[src/rtl/regfile_sel_2r1w.sv]
// ============================================================================
// regfile_sel_2r1w : register file with two registered read ports and one write
// port. Reads are selected through a generated NUM_REGS:1 tree and use
// write-first bypass. `REGFILE_ZERO_REG_EN hardwires register 0 to zero.
// Revision: 1.0
// ============================================================================
`default_nettype none

module regfile_sel_2r1w #(
  parameter int DATA_W   = 16,
  parameter int NUM_REGS = 16,
  parameter int ADDR_W   = 4
) (
  input  logic              clk,
  input  logic              reset,
  input  logic              wr_en,
  input  logic [ADDR_W-1:0] wr_addr,
  input  logic [DATA_W-1:0] wr_data,
  input  logic              rd_en_a,
  input  logic [ADDR_W-1:0] rd_addr_a,
  output logic [DATA_W-1:0] rd_data_a,
  output logic              rd_valid_a,
  input  logic              rd_en_b,
  input  logic [ADDR_W-1:0] rd_addr_b,
  output logic [DATA_W-1:0] rd_data_b,
  output logic              rd_valid_b
);

  localparam int NODES = 2 * NUM_REGS - 1;

  if (NUM_REGS < 2 || (NUM_REGS & (NUM_REGS - 1)) != 0 ||
      ADDR_W != $clog2(NUM_REGS)) begin : g_param_check
    $error("regfile_sel_2r1w: NUM_REGS must be a power of two >= 2 and ADDR_W = log2(NUM_REGS)");
  end

  logic [DATA_W-1:0] regs_q [NUM_REGS];
  logic [DATA_W-1:0] regs_d [NUM_REGS];
  logic [DATA_W-1:0] rd_data_q [2];
  logic [DATA_W-1:0] rd_data_d [2];
  logic [1:0]        rd_valid_q;
  logic [1:0]        rd_valid_d;

  logic              w_wr_fire;
  logic [1:0]        w_rd_en;
  logic [ADDR_W-1:0] w_rd_addr [2];
  logic [DATA_W-1:0] w_sel [2];

`ifdef REGFILE_ZERO_REG_EN
  assign w_wr_fire = wr_en && (wr_addr != '0);
`else
  assign w_wr_fire = wr_en;
`endif

  assign w_rd_en      = {rd_en_b, rd_en_a};
  assign w_rd_addr[0] = rd_addr_a;
  assign w_rd_addr[1] = rd_addr_b;

  always_comb begin
    regs_d = regs_q;
    if (w_wr_fire) begin
      regs_d[wr_addr] = wr_data;
    end
  end

  // Heap-ordered tree: node i has children 2i+1 / 2i+2; root decodes the MSB.
  for (genvar p = 0; p < 2; p++) begin : g_port
    logic [DATA_W-1:0] w_node [NODES];

    for (genvar j = 0; j < NUM_REGS; j++) begin : g_leaf
`ifdef REGFILE_ZERO_REG_EN
      if (j == 0) begin : g_zero
        assign w_node[NUM_REGS-1+j] = '0;
      end else begin : g_reg
        assign w_node[NUM_REGS-1+j] = regs_q[j];
      end
`else
      assign w_node[NUM_REGS-1+j] = regs_q[j];
`endif
    end

    for (genvar i = 0; i < NUM_REGS - 1; i++) begin : g_node
      localparam int DEPTH = $clog2(i + 2) - 1;
      assign w_node[i] = w_rd_addr[p][ADDR_W-1-DEPTH] ? w_node[2*i+2] : w_node[2*i+1];
    end

    assign w_sel[p] = w_node[0];
  end

  always_comb begin
    for (int p = 0; p < 2; p++) begin
      rd_data_d[p] = rd_data_q[p];
      if (w_rd_en[p]) begin
        rd_data_d[p] = (w_wr_fire && (wr_addr == w_rd_addr[p])) ? wr_data : w_sel[p];
      end
    end
    rd_valid_d = w_rd_en;
  end

  always_ff @(posedge clk) begin
    if (reset) begin
      regs_q     <= '{default: '0};
      rd_data_q  <= '{default: '0};
      rd_valid_q <= '0;
    end else begin
      regs_q     <= regs_d;
      rd_data_q  <= rd_data_d;
      rd_valid_q <= rd_valid_d;
    end
  end

  assign rd_data_a  = rd_data_q[0];
  assign rd_data_b  = rd_data_q[1];
  assign rd_valid_a = rd_valid_q[0];
  assign rd_valid_b = rd_valid_q[1];

endmodule

`default_nettype wire

[config.mk]
export PLATFORM = sky130hd
export DESIGN_NAME = regfile_sel_2r1w
export DESIGN_NICKNAME = d
export VERILOG_FILES = /design/src/rtl/regfile_sel_2r1w.sv
export SDC_FILE = /design/constraint.sdc
export NUM_CORES = 1
export LEC_CHECK = 0
export ABC_CLOCK_PERIOD_IN_PS = 1500
export CELL_PAD_IN_SITES_DETAIL_PLACEMENT = 1
export CELL_PAD_IN_SITES_GLOBAL_PLACEMENT = 1
export CORE_MARGIN = 2
export CORE_UTILIZATION = 42
export DETAILED_ROUTE_END_ITERATION = 16
export PLACE_DENSITY_LB_ADDON = 0.05
export SETUP_SLACK_MARGIN = 0.5
export SLEW_MARGIN = 20
export SYNTH_ARGS = -nofsm -noshare
export SYNTH_HDL_FRONTEND = slang
export SYNTH_SLANG_ARGS = --single-unit
[constraint.sdc]
create_clock -name clk -period 1.5 [get_ports clk]
set_clock_uncertainty 0.05 [all_clocks]
set_input_delay 0.15 -clock clk [delete_from_list [all_inputs] [get_ports clk]]
set_output_delay 0.15 -clock clk [all_outputs]
set_load 0.01 [all_outputs]
==> out/metrics.csv <==
metric,value,unit
drc violations,0,
largest cells by area after synthesis,"dfxtp_1, nand2_1, mux4_2",
"commonest cells after routing, fill and taps aside","nand2_1, dfxtp_1, buf_4, a21oi_2, nand2_4",
Die Height,193,um
CP startpoint kind,flop,
fin crit share,97.5,%
Slew @ Worst Pin,0.730,ns
vias,14848,
"commonest non-fill, non-tap cell in the layout",nand2_1,
met2 Usage GRT,55.5,%
Cells after Synth,1739,
Max clock buf depth,3,
core area,35500,um^2
max cap viols,0,
worst r2r src,g_port[0].w_node[80]$_SDFFE_PP0P_,
final WL,67.7,mm
layer with the highest usage,met2,
Rows,69,
critical path arrival,1.82,ns
first-pass GRT wire length,96.1,mm
R2R Setup Slk,0.04,ns
setup tns final,0,ns
vias in the first global route,15305,
Final setup violation count,0,
Port Buf Inserts,66,
hold path start,reset,
final instance area,21700,um^2
ANT nets after route,0,
Fmax achieved,684,MHz
worst hold slack,0.0643,ns
Final Hold Viols,0,
Die X,193,um
clk slew on worst S/H paths,0.06,ns
layout cells sized above 1,47.2,%
M3 GR Usage,5.96,%
depth of the CTS H-tree,2,
first-iteration detailed-routing DRC count,1147,
R2R cell count,4,
unrepaired setup endpoints after global routing,yes,
Yosys cell types,45,
CP Class,flop to flop,
top cell type by total area after synthesis,dfxtp_1,
vias per cell,6.14,
initial antenna violation count,0,
LEAKAGE,0.00838,uW
crit path max fanout,3,
CTS root buf,clkbuf_16,
ys flop type,dfxtp_1,
fillers,3810,
Mapped Area,15100,um^2
Post-synth ARST share,0,%
CTS tree,built,
FF-to-FF End,rd_data_a[0]$_SDFFE_PP0P_,
WHS Path Cells,4,
# clock sinks,290,
ANT cells,0,
Clock Latency Late Sink,0.54,ns
Initial Util,42.5,%
Yosys top cell area share,38.5,%
Routed wire per std cell,28.0,um
status,"finished, final reports clean",
Num CTS Buffers,36,
"Seq/Total Area, Yosys",38.5,%
maximum vdd drop,1.19,mV
Overflow after GRT,0,
DR pass1 iterations,5,
Avg Synthesized Cell Area,8.67,um^2
"Req. time, crit path",1.86,ns
CP Capture Type,flop,
synth warn,0,
Min-Delay Endpoint,rd_data_b[6]$_SDFFE_PP0P_,
pwr/cell area,899,nW/um^2
"Slew Viols, Final",0,
max_slew headroom,51.1,%
largest net degree at the start of global routing,67,
grt met1 use,44.3,%
final net count,1964,
IO Pins,67,
"Net Count, Synth",1772,
GP Congestion,0.897,
area grow syn2layout,43.7,%
Hold Path Class,primary input to flop,
HPWL Detailed,40.3,mm
DIE AREA,37400,um^2
Tmin final,1.46,ns
fin util,61.1,%
GRT Util Overall,34.1,%
placed cell area,17600,um^2
Synth Register Bits,290,
Post-synth EDFFs,0,
## layout make-up
class	instances	area [um^2]	area share [%]
clock buffer	53	1070	4.92
inverter	4	15.0	0.0693
timing repair buffer	321	3850	17.7
clock inverter	11	80.1	0.369
sequential	290	5950	27.4
multi-input combinational	1278	10100	46.8
tap	461	577	2.66
## timing repair
item	in CTS	in global routing
hold buffers	2	0
setup buffers	42	15
hold endpoints to repair	8	0
gates resized for setup	420	390
pin swaps	107	239
setup endpoints to repair	322	254
gates cloned	9	3
## kinds of logic (layout without fill, tap and decap cells)
family          count (synthesis)  count (layout)  share of synthesized area [%]
simple gates                  706             706                           18.6
flops                         290             290                           38.5
compound gates                386             386                           14.9
buf+inv                       171             389                           7.14
xor+xnor                        8               8                          0.514
mux                           178             178                           20.3
## worst max-delay path, cell delays in order (launching register included)
cell and delay, ns:
dfxtp_2 0.33, mux4_4 0.61, nand2_2 0.08, a21o_1 0.17, a31oi_1 0.10
## per-layer routing
| metal | part of all wire [%] | wire length, um | vias up |
|---|---|---|---|
| li1 | - | - | 6474 |
| met5 | 0 | 0 | - |
| met4 | 5.1 | 3450 | 0 |
| met2 | 48 | 32400 | 560 |
| met3 | 6.9 | 4650 | 191 |
| met1 | 40 | 27200 | 7623 |
## sequential cells by signal, summed over array words and instances, names as in the netlist
name and flops:
rd_valid_q 2, rd_data_a 16, g_port.w_node 256, rd_data_b 16
## power by group
group	switching [uW]	total [uW]	internal [uW]	leakage, uW
combinational	1650	2880	1220	0.00542
clock	3520	8610	5090	0.000576
sequential	147	8010	7860	0.00239
## through the flow
stage                     power (uW)  setup slack (ns)  instances
final                          19500            0.0374       2418
after detailed placement       10500            -0.557       2283
after CTS                      19300            0.0463       2400
after global placement         10500            -0.507       2283
after global routing           20100           0.00261       2418
after floorplan                 9530            0.0709       1739
## synth_stat cells (14+ instances only)
cell,count
a21o_1,14
a21oi_1,256
a221oi_1,18
a2bb2oi_1,14
a31oi_1,32
buf_2,33
buf_4,15
buf_6,19
clkbuf_1,76
dfxtp_1,290
mux2_2,18
mux2i_1,64
mux4_2,80
nand2_1,586
nand3_1,19
nor2_1,71
o21ai_0,14
o41ai_1,32
## worst max-delay path by stage
stage / from / end / slack, ns
after floorplan: rd_addr_b[1] / rd_data_b[2]$_SDFFE_PP0P_ / 0.07
after global placement: rd_addr_b[0] / rd_data_b[15]$_SDFFE_PP0P_ / -0.51
after detailed placement: wr_en / g_port[0].w_node[251]$_SDFFE_PP0P_ / -0.56
after CTS: g_port[0].w_node[80]$_SDFFE_PP0P_ / rd_data_a[0]$_SDFFE_PP0P_ / 0.05
after global routing: g_port[0].w_node[59]$_SDFFE_PP0P_ / rd_data_a[11]$_SDFFE_PP0P_ / 0.003
final: g_port[0].w_node[80]$_SDFFE_PP0P_ / rd_data_a[0]$_SDFFE_PP0P_ / 0.04
No activity file was read; power rests on OpenSTA's default activity.
